==> src/rtl/eeprom_writer.sv <==
// eeprom_writer: SPI mode-0 master that programs a 25xx EEPROM (WREN, WRITE, RDSR poll)
// and splits a byte stream into page-bounded write transactions.
module eeprom_writer #(
    parameter int PAGE_SIZE  = 16,
    parameter int POLL_LIMIT = 1023,
    parameter int CS_GAP     = 2
) (
    input  logic        clk,
    input  logic        rst_n,
    input  logic        start,
    input  logic [15:0] start_addr,
    input  logic [7:0]  wr_data,
    input  logic        wr_valid,
    input  logic        wr_last,
    output logic        wr_ready,
    output logic        busy,
    output logic        done,
    output logic        error,
    output logic        sck,
    output logic        copi,
    input  logic        cipo,
    output logic        cs_n
);
    localparam int PW = $clog2(PAGE_SIZE);
    localparam int GW = $clog2(CS_GAP + 1);

    typedef enum logic [3:0] {IDLE, WREN, GAP, WCMD, ADDR, LOAD, DATA, PCMD, PREAD, DONE, ERR} state_t;

    state_t        state_q, state_d, nxt_q, nxt_d;
    logic [15:0]   addr_q, addr_d, addr_inc;
    logic [7:0]    sh_q, sh_d;
    logic [3:0]    bcnt_q, bcnt_d;
    logic [9:0]    pcnt_q, pcnt_d;
    logic [GW-1:0] gcnt_q, gcnt_d;
    logic          last_q, last_d, hi_q, hi_d, err_q, err_d;
    logic          shifting, byte_end;

    assign addr_inc = addr_q + 16'd1;
    assign shifting = state_q inside {WREN, WCMD, ADDR, DATA, PCMD, PREAD};
    assign byte_end = bcnt_q == 4'd15;
    // Outputs decode registered state so an async reset deselects the part at once
    assign cs_n     = !(shifting || state_q == LOAD);
    assign sck      = shifting && bcnt_q[0];
    assign copi     = shifting && state_q != PREAD && sh_q[7];
    assign wr_ready = state_q == LOAD;
    assign busy     = !(state_q inside {IDLE, DONE, ERR});
    assign done     = state_q == DONE;
    assign error    = err_q;

    always_comb begin
        state_d = state_q;
        nxt_d   = nxt_q;
        addr_d  = addr_q;
        sh_d    = sh_q;
        bcnt_d  = shifting ? bcnt_q + 4'd1 : 4'd0;
        gcnt_d  = state_q == GAP ? gcnt_q + 1'b1 : '0;
        pcnt_d  = pcnt_q;
        last_d  = last_q;
        hi_d    = hi_q;
        err_d   = err_q;
        if (shifting && bcnt_q[0])
            sh_d = {sh_q[6:0], cipo};
        case (state_q)
            IDLE: if (start) begin
                state_d = WREN;
                addr_d  = start_addr;
                err_d   = 1'b0;
                sh_d    = 8'h06;
            end
            WREN: if (byte_end) begin
                state_d = GAP;
                nxt_d   = WCMD;
            end
            GAP: if (gcnt_q == GW'(CS_GAP - 1)) begin
                state_d = nxt_q;
                sh_d    = nxt_q == WCMD ? 8'h02 : nxt_q == PCMD ? 8'h05 : 8'h06;
                pcnt_d  = '0;
            end
            WCMD: if (byte_end) begin
                state_d = ADDR;
                sh_d    = addr_q[15:8];
                hi_d    = 1'b1;
            end
            ADDR: if (byte_end) begin
                sh_d = addr_q[7:0];
                hi_d = 1'b0;
                if (!hi_q)
                    state_d = LOAD;
            end
            LOAD: if (wr_valid) begin
                state_d = DATA;
                sh_d    = wr_data;
                last_d  = wr_last;
            end
            // A page boundary (including 0xFFFF->0x0000) always closes the write
            DATA: if (byte_end) begin
                addr_d = addr_inc;
                if (last_q || addr_inc[PW-1:0] == '0) begin
                    state_d = GAP;
                    nxt_d   = PCMD;
                end else
                    state_d = LOAD;
            end
            PCMD: if (byte_end)
                state_d = PREAD;
            PREAD: if (byte_end) begin
                pcnt_d = pcnt_q + 10'd1;
                if (!cipo) begin
                    state_d = last_q ? DONE : GAP;
                    nxt_d   = WREN;
                end else if (pcnt_q == 10'(POLL_LIMIT - 1)) begin
                    state_d = ERR;
                    err_d   = 1'b1;
                end
            end
            DONE, ERR: state_d = IDLE;
            default:   state_d = IDLE;
        endcase
    end

    always_ff @(posedge clk or negedge rst_n) begin
        if (!rst_n) begin
            state_q <= IDLE;
            nxt_q   <= IDLE;
            addr_q  <= '0;
            sh_q    <= '0;
            bcnt_q  <= '0;
            pcnt_q  <= '0;
            gcnt_q  <= '0;
            last_q  <= 1'b0;
            hi_q    <= 1'b0;
            err_q   <= 1'b0;
        end else begin
            state_q <= state_d;
            nxt_q   <= nxt_d;
            addr_q  <= addr_d;
            sh_q    <= sh_d;
            bcnt_q  <= bcnt_d;
            pcnt_q  <= pcnt_d;
            gcnt_q  <= gcnt_d;
            last_q  <= last_d;
            hi_q    <= hi_d;
            err_q   <= err_d;
        end
    end
endmodule
==> config.mk <==
export PLATFORM = sky130hd
export DESIGN_NAME = eeprom_writer
export DESIGN_NICKNAME = d
export VERILOG_FILES = /design/src/rtl/eeprom_writer.sv
export SDC_FILE = /design/constraint.sdc
export NUM_CORES = 1
export LEC_CHECK = 0
export BUFFER_PORTS_ARGS = -buffer_cell sky130_fd_sc_hd__buf_2
export CAP_MARGIN = 0
export CORE_MARGIN = 4
export CORE_UTILIZATION = 59
export DETAILED_ROUTE_END_ITERATION = 8
export HOLD_SLACK_MARGIN = 0.05
export PLACE_DENSITY = 0.8
export SLEW_MARGIN = 20
export SYNTH_ARGS = -nofsm -noshare
export SYNTH_HDL_FRONTEND = slang
export SYNTH_SLANG_ARGS = --single-unit
==> constraint.sdc <==
create_clock -name clk -period 2.33 [get_ports clk]
set_input_delay 0.233 -clock clk [delete_from_list [all_inputs] [get_ports clk]]
set_output_delay 0.233 -clock clk [all_outputs]
set_load 0.05 [all_outputs]
==> results by group, run 1 <==
Critical path
  • Critical path's slowest cell: or4b_4
  • Crit end category: output port
  • CP Launch Type: flop
  • Critical Path RT: 2.10 ns
  • CP peak stage delay: ~0.62 ns
  • Worst reg-to-reg path cell count: 6
  • Crit. Startpoint: state_q[1]
  • Critical setup path kind: reg -> out
  • CP Data Arrival Time: 2.01 ns
  • Crit path max fanout: 13
  • R2R Path Start: bcnt_q[0]
  • Crit-path cells: or4b_4 -> o31ai_4 -> and3_1 -> clkbuf_4

STA
  • Unrepaired setup endpoints after global routing: false
  • Fin crit period: 2.25 ns
  • Final hold violations: 0
  • Slew Viols, Final: 0
  • TNS Setup: 0 ns
  • FMAX: 445 MHz
  • Minimum hold slack: 0.120 ns
  • Slew @ Worst Pin: 0.640 ns
  • Number of setup violations in the final report: 0
  • Slew headroom: 0.573
  • Period utilization: 0.964
  • Clock skew: 0.00857 ns

Detailed routing
  • Post-route DRC: 0
  • Number of iterations in the first detailed-routing pass: 5
  • DRT Wirelength: approximately 8300 um
  • Wirelength per Cell: 17.2 um
  • Vias per cell: 6.31
  • Initial DRC Count: 246
  • ANT nets after route: 0
  • Vias: between 3000 and 4000

Min path
  • Min-delay src: wr_data[5]
  • Hold path cells: 3
  • Min-delay worst type: in -> reg

Clocking
  • Skew-Pair Late Insertion Delay: between 0.3 and 0.4 ns
  • Clk sink count: 50
  • Post-CTS Setup Bufs: 0
  • Clock slew at reported path FFs: about 0.10 ns
  • H-Tree Depth: 2
  • Root buffer cell: clkbuf_8
  • CTS tree: yes
  • Max Root-Sink Buffers: 2
  • Total CTS buffers: 5

Die
  • Initial Util: 0.608
  • Die W: 83.3 um
  • Num rows: 27
  • Boundary Pins: 37
  • Die area: 0.00694 mm2
  • Area of the core: ~0.0055 mm2
  • Die height: 83.3 um

Yosys
  • Synthesis Warnings: 0
  • Synth top area cells: dfrtp_1 37%, a21oi_1 4.6%, nor2_1 4.0%, nand3_1 3.4%, nand2_1 3.3%
  • Top FF cell, synth: dfrtp_1
  • Synth unique cells: 70
  • Cell with the most instances after synthesis: dfrtp_1
  • Syn Area/Cell: 9.19 um2
  • Largest area contributor in the netlist: dfrtp_1
  • Register area share after synthesis: 0.374
  • Commonest cells post-synth: 50 x dfrtp_1, 36 x nor2_1, 31 x a21oi_1, 29 x nand2_1, 23 x nand3_1
  • Synthesized area: 0.00335 mm2
  • Mapped Nets: between 300 and 400
  • Share of the synthesized area in the top cell type: 0.374
  • Gate Count Post-Synth: 364
  • Async S/R FF share, synth: 1.00
  • Post-synth EDFFs: 0
  • Seq cells post-synth: 50

Global routing
  • Gr usage total: 0.249
  • Vias in the first global route: between 2000 and 3000
  • Total congestion overflow: 0
  • Largest net degree at the start of global routing: 30
  • Initial antenna violation count: 0
  • First-pass GRT wire length: 14100 um

Power
  • Pleak: approximately 1.6 nW
  • Worst vdd ir: 0.613 mV
  • Total power: ~4.6 mW
  • Pwr Density: 1230 mW/mm2

Layout
  • Diodes inserted: 0
  • Post-route cell area: 0.00375 mm2
  • Fillcell total: 450
  • P&R area growth vs syn: 12.1%
  • Layout Nets: 442
  • Layout cells sized above 1: 0.235

Place
  • Buffers on Ports: 36
  • Global placement routability congestion: roughly 0.96
  • DP Area: 0.00361 mm2
  • Post-DP HPWL: 6140 um

Outcome
  • Status: finished, final reports clean

Run
  • Max-cap viol count: 0
==> per-layer routing <==
layer  vias up  GRT usage  share of wire
met3        18     0.0516          0.076
met2       139      0.410           0.47
li1       1428          -              -
met5         -          0              0
met4         0     0.0802          0.019
met1      1444      0.329           0.43
==> flip-flops by register name (all words and copies together) (netlist names) <==
signal	cells
addr_q	16
bcnt_q	4
error	1
gcnt_q	2
hi_q	1
last_q	1
nxt_q	3
pcnt_q	10
sh_q	8
state_q	4
==> cell type report <==
cell class,count,area (um2),area share
clock buffer,6,82.6,0.0220
clock inverter,2,38.8,0.0103
inverter,7,26.3,0.00700
multi-input combinational,284,1890,0.503
sequential,50,1250,0.334
tap,72,90.1,0.0240
timing repair buffer,59,373,0.0993
==> layout by cell type, fill, tap and decap left out, types with 3 or more instances in the layout <==
master    instances
mux2_4            3
mux2i_1           9
nand3b_1          4
clkbuf_8          6
inv_1             7
and2_1            3
a31oi_1           7
xnor2_1           6
nand3_1          23
nor3_1            8
o221ai_1          8
dfrtp_1          48
a21oi_1          31
ha_1              5
o21ai_1           6
a22oi_1          11
xor2_1            4
buf_4            22
nor4_1            3
nor2_1           36
nand2b_1          7
o22ai_1           4
and3_1            7
o21ai_0          20
nand2_1          29
buf_2            34
==> critical path, delay by kind of cell (launching register included) <==
family                 cells  cell delay, ns
and+or+nand+nor            2            0.84
buffers and inverters      1            0.23
AOI/OAI and AO/OA          1            0.11
DFF                        1            0.51
==> metrics by stage <==
| step | setup WS [ns] | utilization | instances |
|---|---|---|---|
| finish | 0.0846 | 0.682 | 480 |
| global route | 0.0189 | 0.682 | 480 |
| CTS | 0.0285 | 0.680 | 480 |
| detailed placement | 0.231 | 0.655 | 471 |
| global placement | 0.296 | 0.655 | 471 |
| floorplan | 0.335 | - | 364 |
==> path summary, 6_finish.rpt <==
kind | slack, ns | to
max | 0.08 | copi
min | 0.12 | sh_q[5]
max reg2reg | 0.31 | pcnt_q[9]
min reg2reg | 0.44 | gcnt_q[0]
max in group asynchronous | 1.28 | state_q[1]
min in group asynchronous | 0.46 | pcnt_q[2]
==> where the power goes <==
group	internal, mW	switching, mW	total, mW
logic	1.06	1.37	2.43
registers	1.15	0.382	1.53
clock network	0.354	0.318	0.672
total	2.56	2.07	4.63
==> cells by family after synthesis <==
family,after synthesis,share of synthesized area
AOI/OAI and AO/OA,108,0.213
DFF,50,0.374
xor gates and xnor gates,10,0.0262
adders and majority gates,5,0.0187
muxes,14,0.0471
and+or+nand+nor,147,0.257
buffers and inverters,30,0.0643
==> repair_timing <==
item / in CTS / in global routing
endpoints found under the setup margin: 2 / 2
hold buffers: 1 / 0
endpoints found under the hold margin: 24 / 0
gates resized for setup: 3 / 2
No activity file was read; power rests on OpenSTA's default activity.
==> run 2, diff against run 1 <==
Settings changed: ABC_AREA set to 1.
==> run 2 against run 1 <==
Against the previous run: global-route usage grew 1.9 points; total power shrank 11%; clock skew increased by 0.0027 ns; area after synthesis is 2.4% lower; wire length rose by 3.6%.
==> results by group, run 2 <==
Min path
  • Hold path cells: 3 (unchanged)
  • Min-Delay Endpoint: sh_q[6] (was sh_q[5])
  • Min-delay src: wr_data[6] (was wr_data[5])
  • Min-delay worst type: in -> reg (unchanged)

Critical path
  • Crit-path cells: nor2_1 -> o21ai_0 -> nand3_2 -> inv_1 -> nor3_1 -> clkbuf_4 (was or4b_4 -> o31ai_4 -> and3_1 -> clkbuf_4)
  • R2R setup slack: 0.28 ns (was 0.31 ns)
  • Critical setup path kind: reg -> out (unchanged)
  • R2R Path End: addr_q[15] (was pcnt_q[9])
  • Crit path max fanout: 6 (was 13)
  • CP peak stage delay: 0.44 ns (was 0.62 ns)
  • CP Launch Type: flop (unchanged)
  • Critical Path RT: 2.10 ns (about the same)
  • Buf/Inv on CP: 2 (was 1)
  • CP Data Arrival Time: 1.90 ns (was 2.01 ns)
  • Crit path max-delay family: simple AND/OR/NAND/NOR gates (unchanged)
  • R2R Path Start: state_q[1] (was bcnt_q[0])
  • Worst reg-to-reg path cell count: 8 (was 6)
  • Crit end category: output port (unchanged)
  • Critical path's slowest cell: dfrtp_1 (was or4b_4)

Layout
  • P&R area growth vs syn: 11.8% (was 12.1%)
  • Top flop regs: addr_q (16), pcnt_q (10), sh_q (8) (unchanged)
  • Sequential Area: 0.00125 mm2 (about the same)
  • Layout Nets: 536 (was 442)
  • Layout cells sized above 1: 0.147 (was 0.235)
  • Area taken by multi-input logic gates: 0.00170 mm2 (was 0.00189 mm2)
  • Number of flip-flops in the largest register: 16 (unchanged)
  • Commonest non-fill, non-tap cells in the layout: 118 x nand2_1, 64 x inv_1, 52 x nor2_1, 50 x dfrtp_1, 35 x buf_2 (was 48 x dfrtp_1, 36 x nor2_1, 34 x buf_2, 31 x a21oi_1, 29 x nand2_1)
  • Fillcell total: 470 (was 450)
  • Final instance count without filler cells: 572 (was 480)
  • Largest register by flop count: addr_q (unchanged)
  • Commonest non-fill, non-tap cell in the layout: nand2_1 (was dfrtp_1)
  • Diodes inserted: 0 (unchanged)

Detailed routing
  • Vias per cell: 5.68 (was 6.31)
  • Number of iterations in the first detailed-routing pass: 5 (unchanged)
  • Initial DRC Count: 309 (was 246)
  • Post-route DRC: 0 (unchanged)
  • DRT Wirelength: 8570 um (was 8280 um)
  • ANT nets after route: 0 (unchanged)
  • Wirelength per Cell: 15.0 um (was 17.2 um)
  • Vias: 3250 (was 3029)

Power
  • Pwr Density: 1120 mW/mm2 (was 1230 mW/mm2)
  • Worst vdd ir: 0.678 mV (was 0.613 mV)
  • Sequential power share: 0.330 (about the same)
  • Pleak: 1.84 nW (was 1.65 nW)
  • Sw Share: 0.492 (was 0.447)
  • Pint: 2.09 mW (was 2.56 mW)
  • Clk pwr share: 0.153 (was 0.145)
  • Net Sw Power: 2.02 mW (was 2.07 mW)
  • Combinational Power Share: 0.517 (was 0.525)

Yosys
  • Synth unique cells: 41 (was 70)
  • Mapped Nets: 494 (was 399)
  • Synthesized area: 0.00327 mm2 (was 0.00335 mm2)
  • Syn Area/Cell: 7.12 um2 (was 9.19 um2)
  • Commonest cells post-synth: 118 x nand2_1, 64 x inv_1, 53 x nor2_1, 50 x dfrtp_1, 31 x o21ai_0 (was 50 x dfrtp_1, 36 x nor2_1, 31 x a21oi_1, 29 x nand2_1, 23 x nand3_1)
  • Post-synth EDFFs: 0 (unchanged)
  • Synthesis Warnings: 0 (unchanged)
  • Largest area contributor in the netlist: dfrtp_1 (unchanged)
  • Seq cells post-synth: 50 (unchanged)
  • Cell with the most instances after synthesis: nand2_1 (was dfrtp_1)
  • Gate Count Post-Synth: 459 (was 364)
  • Top FF cell, synth: dfrtp_1 (unchanged)
  • Synth top area cells: dfrtp_1 38%, nand2_1 14%, inv_1 7.4%, nor2_1 6.1%, o21ai_0 4.7% (was dfrtp_1 37%, a21oi_1 4.6%, nor2_1 4.0%, nand3_1 3.4%, nand2_1 3.3%)
  • Async S/R FF share, synth: 1.00 (unchanged)
  • Register area share after synthesis: 0.383 (was 0.374)
  • Share of the synthesized area in the top cell type: 0.383 (was 0.374)

Run
  • Max-cap viol count: 0 (unchanged)

Clocking
  • Total CTS buffers: 5 (unchanged)
  • Skew-Pair Late Insertion Delay: 0.31 ns (about the same)
  • Max Root-Sink Buffers: 2 (unchanged)
  • CTS tree: yes (unchanged)
  • H-Tree Depth: 2 (unchanged)
  • Clk sink count: 50 (unchanged)
  • Root buffer cell: clkbuf_8 (unchanged)
  • Clock slew at reported path FFs: 0.10 ns (about the same)

Die
  • Die area: 0.00679 mm2 (was 0.00694 mm2)
  • Num rows: 26 (was 27)
  • Initial Util: 0.624 (was 0.608)
  • Area of the core: 0.00524 mm2 (was 0.00551 mm2)
  • Die height: 82.4 um (was 83.3 um)
  • Boundary Pins: 37 (unchanged)
  • Die W: 82.4 um (was 83.3 um)

STA
  • Slew @ Worst Pin: 0.478 ns (was 0.640 ns)
  • Minimum hold slack: 0.149 ns (was 0.120 ns)
  • Fin crit period: 2.14 ns (was 2.25 ns)
  • Slew headroom: 0.681 (was 0.573)
  • Number of setup violations in the final report: 0 (unchanged)
  • Unrepaired setup endpoints after global routing: false (unchanged)
  • Period utilization: 0.917 (was 0.964)
  • Clock skew: 0.0113 ns (was 0.00857 ns)
  • Final hold violations: 0 (unchanged)
  • FMAX: 468 MHz (was 445 MHz)
  • TNS Setup: 0 ns (unchanged)
  • Slew Viols, Final: 0 (unchanged)

Global routing
  • Total congestion overflow: 0 (unchanged)
  • Largest net degree at the start of global routing: 51 (was 30)
  • Gr usage total: 0.268 (was 0.249)
  • First-pass GRT wire length: 14100 um (about the same)
  • Vias in the first global route: 3090 (was 2965)
  • Initial antenna violation count: 0 (unchanged)

Place
  • Placed cells: 561 (was 471)
  • Buffers on Ports: 36 (unchanged)
  • Post-DP HPWL: 6460 um (was 6140 um)
  • Global placement routability congestion: 0.978 (was 0.957)

Outcome
  • Status: finished, final reports clean (unchanged)
run 2: cell types whose count changed after synthesis, moves of 8 or more:
cell and delta:
o221ai_1 -8, nand4_1 +8, mux2i_1 -9, inv_1 +57
o211ai_1 +11, nand2_1 +89, a22oi_1 -9, o21ai_0 +11
a21oi_1 -17, nor2_1 +17
run 2: area by class of cell:
class                           instances  area share
Sequential cell                        50       0.342
Multi-Input combinational cell        333       0.466
Clock buffer                            6      0.0199
Inverter                               69      0.0716
Clock inverter                          2      0.0103
Tap cell                               70      0.0240
Timing Repair Buffer                   42      0.0664
run 2: layer usage:
metal	vias to the layer above	share of wire	track usage
li1	1599	-	-
met1	1516	0.47	0.372
met2	123	0.46	0.432
met3	12	0.055	0.0456
met4	0	0.014	0.0764
met5	-	0	0
run 2: worst max-delay path by stage:
stage          cells past startpoint    endpoint  slack, ns       start
6_report                           6        copi       0.19  state_q[0]
5_1_grt                            7         sck      0.007  state_q[1]
4_1_cts                            8        copi       0.09  state_q[1]
3_5_place_dp                       7  addr_q[15]       0.31  state_q[3]
3_3_place_gp                       8  addr_q[15]       0.46  state_q[1]
2_1_floorplan                      5        copi       0.02  state_q[3]
run 2: cells by family (layout without fill, tap and decap cells):
group                      count (synthesis)  after routing  synth area share
AOI/OAI and AO/OA                         87             87             0.170
adders and majority gates                  5              5            0.0191
and+or+nand+nor                          237            237             0.320
DFF                                       50             50             0.383
buffers and inverters                     76            119            0.0972
xor gates and xnor gates                   4              4            0.0107
run 2: worst min-delay path: stages:
cell and delay, ns:
buf_2 0.08, a221oi_1 0.06, nand2_1 0.06
run 2: power by group through the flow:
stage	Combinational (mW)	Sequential, mW	Clock (mW)
final	2.12	1.36	0.628
after global routing	2.39	1.39	0.662
after CTS	2.09	1.35	0.631
after detailed placement	2.08	1.37	0
after global placement	2.02	1.36	0
after floorplan	1.61	1.34	0
run 2: repair_timing:
item,4_1_cts,5_1_grt
endpoints found under the setup margin,0,2
endpoints found under the hold margin,50,0
buffers inserted,0,2
hold buffers,1,0
resized for setup,0,2
run 2: stage by stage:
stage / area (um2) / setup WS (ns) / power [mW] / util
3_5_place_dp: 3510 / 0.307 / 3.45 / 0.671
3_3_place_gp: 3510 / 0.456 / 3.38 / 0.671
4_1_cts: 3630 / 0.0936 / 4.07 / 0.694
2_1_floorplan: 3270 / 0.0166 / 2.95 / -
6_report: 3650 / 0.194 / 4.11 / 0.698
5_1_grt: 3650 / 0.00650 / 4.44 / 0.698
==> run 3, diff against run 2 <==
Settings changed: CORE_UTILIZATION 59 to 49, PLACE_DENSITY 0.8 to 0.69.
==> run 3 against run 2 <==
Against the previous run: flip-flop and latch count unchanged; cell count increased by 1.4%; wire length decreased by 3.3%; register-to-register slack improved by 0.07 ns; worst setup slack got worse by 0.029 ns; non-clock buffer count increased by 1; fmax decreased by 1.3%; die area increased by 18%; first-iteration DRC count decreased by 37%; total power decreased by 0.67%; critical path type unchanged; largest cell class unchanged.
==> results by group, run 3 (synthesis gave the netlist of run 2 again) <==
Place
  • Worst slack, placed: 0.393 ns (was 0.307 ns)
  • Post-DP HPWL: 6220 um (was 6460 um)
  • Global placement routability congestion: 0.903 (was 0.978)
  • Buffers on Ports: 36 (unchanged)

Critical path
  • Buf/Inv on CP: 2 (unchanged)
  • Critical Path RT: 2.10 ns (about the same)
  • Crit-path cells: nor2_1 -> o21ai_0 -> nand3_2 -> nand2_2 -> inv_1 -> buf_2 (was nor2_1 -> o21ai_0 -> nand3_2 -> inv_1 -> nor3_1 -> clkbuf_4)
  • CP peak stage delay: 0.45 ns (was 0.44 ns)
  • Crit. Startpoint: state_q[0] (unchanged)
  • Crit path max-delay family: simple AND/OR/NAND/NOR gates (unchanged)
  • CP Launch Type: flop (unchanged)
  • R2R Path Start: state_q[0] (was state_q[1])
  • Crit end category: output port (unchanged)
  • Crit path max fanout: 15 (was 6)
  • CP Data Arrival Time: 1.93 ns (was 1.90 ns)
  • Critical path's slowest cell: dfrtp_1 (unchanged)
  • Critical setup path kind: reg -> out (unchanged)

Global routing
  • Vias in the first global route: 3003 (was 3090)
  • Gr usage total: 0.222 (was 0.268)
  • Largest net degree at the start of global routing: 51 (unchanged)
  • First-pass GRT wire length: 13900 um (was 14100 um)
  • Initial antenna violation count: 0 (unchanged)
  • Total congestion overflow: 0 (unchanged)

Min path
  • Min-delay worst type: in -> reg (unchanged)
  • Min-delay src: wr_last (was wr_data[6])

Die
  • Die area: 0.00804 mm2 (was 0.00679 mm2)
  • Die W: 89.7 um (was 82.4 um)
  • Die height: 89.7 um (was 82.4 um)
  • Num rows: 29 (was 26)
  • Area of the core: 0.00642 mm2 (was 0.00524 mm2)
  • Initial Util: 0.509 (was 0.624)
  • Boundary Pins: 37 (unchanged)

STA
  • Clock skew: 0.00975 ns (was 0.0113 ns)
  • Slew Viols, Final: 0 (unchanged)
  • FMAX: 462 MHz (was 468 MHz)
  • Period utilization: 0.929 (was 0.917)
  • Fin worst setup slack: 0.165 ns (was 0.194 ns)
  • Unrepaired setup endpoints after global routing: false (unchanged)
  • Fin crit period: 2.16 ns (was 2.14 ns)
  • TNS Setup: 0 ns (unchanged)
  • Slew headroom: 0.678 (was 0.681)
  • Final hold violations: 0 (unchanged)
  • Number of setup violations in the final report: 0 (unchanged)
  • Slew @ Worst Pin: 0.482 ns (was 0.478 ns)

Detailed routing
  • DRT Wirelength: 8290 um (was 8570 um)
  • Post-route DRC: 0 (unchanged)
  • Vias: 3185 (was 3250)
  • Vias per cell: 5.49 (was 5.68)
  • ANT nets after route: 0 (unchanged)
  • Wirelength per Cell: 14.3 um (was 15.0 um)
  • Number of iterations in the first detailed-routing pass: 5 (unchanged)
  • Initial DRC Count: 194 (was 309)

Layout
  • Layout Nets: 537 (was 536)
  • Layout cells sized above 1: 0.151 (was 0.147)
  • Area taken by multi-input logic gates: 0.00170 mm2 (unchanged)
  • Commonest non-fill, non-tap cells in the layout: 118 x nand2_1, 64 x inv_1, 52 x nor2_1, 50 x dfrtp_1, 35 x buf_2 (unchanged)
  • Diodes inserted: 0 (unchanged)
  • Sequential Area: 0.00125 mm2 (unchanged)
  • Number of flip-flops in the largest register: 16 (unchanged)
  • Top flop regs: addr_q (16), pcnt_q (10), sh_q (8) (unchanged)
  • Fillcell total: 651 (was 470)
  • P&R area growth vs syn: 12.4% (was 11.8%)
  • Commonest non-fill, non-tap cell in the layout: nand2_1 (unchanged)
  • Largest register by flop count: addr_q (unchanged)

Power
  • Worst vdd ir: 0.480 mV (was 0.678 mV)
  • Pleak: 1.84 nW (about the same)
  • Pwr Density: 1110 mW/mm2 (was 1120 mW/mm2)
  • Total power: 4.08 mW (was 4.11 mW)

Clocking
  • H-Tree Depth: 2 (unchanged)
  • Clock slew at reported path FFs: 0.09 ns (was 0.10 ns)
  • Root buffer cell: clkbuf_8 (unchanged)
  • CTS tree: yes (unchanged)
  • Max Root-Sink Buffers: 2 (unchanged)
  • Clk sink count: 50 (unchanged)
  • Total CTS buffers: 5 (unchanged)
  • Skew-Pair Late Insertion Delay: 0.32 ns (was 0.31 ns)

Run
  • Max-cap viol count: 0 (unchanged)

Outcome
  • Status: finished, final reports clean (unchanged)
==> run 3: worst reg2reg max path, delay by kind of cell, from the launching register on <==
family	cells	cell delay, ns
DFF	1	0.45
buffers and inverters	1	0.37
and+or+nand+nor	3	0.65
AOI/OAI and AO/OA	3	0.43
==> run 3: final timing paths <==
| path | end | slack [ns] | cells past startpoint |
|---|---|---|---|
| worst max-delay path | sck | 0.17 | 6 |
| worst min-delay path | last_q | 0.14 | 3 |
| worst max register to register | addr_q[2] | 0.35 | 7 |
| worst min register to register | gcnt_q[0] | 0.44 | 1 |
| max in group asynchronous | last_q | 1.65 | 3 |
| min in group asynchronous | pcnt_q[2] | 0.44 | 3 |
==> run 3: area by class of cell <==
type	instances	area share
multi-input combinational	333	0.463
clock buffer	5	0.0187
inverter	69	0.0712
sequential	50	0.340
tap	77	0.0262
clock inverter	3	0.0123
timing repair buffer	43	0.0681
==> run 3: stage by stage <==
stage               instances  utilization  area (um2)  hold WS [ns]
floorplan                 459            -        3270       -0.0626
global placement          569        0.550        3530         0.250
global route              580        0.572        3670         0.145
finish                    580        0.572        3670         0.143
CTS                       578        0.569        3650         0.142
detailed placement        569        0.550        3530         0.251
==> run 3: power by group <==
| part | total (mW) | switching (mW) | leakage (nW) | internal [mW] |
|---|---|---|---|---|
| Clock | 0.635 | 0.316 | 0.0504 | 0.320 |
| Sequential | 1.35 | 0.225 | 0.638 | 1.13 |
| Combinational | 2.09 | 1.45 | 1.16 | 0.644 |
==> run 3: routing by layer <==
metal / GRT usage / share of wire
met2: 0.353 / 0.46
met5: 0 / 0
met3: 0.0420 / 0.081
met1: 0.312 / 0.44
met4: 0.0568 / 0.016
==> run 3: what timing repair did <==
| item | CTS | global route |
|---|---|---|
| hold buffers | 1 | 0 |
| endpoints found under the setup margin | 0 | 2 |
| endpoints found under the hold margin | 50 | 0 |
| setup buffers | 0 | 2 |
| gates resized for setup | 0 | 2 |
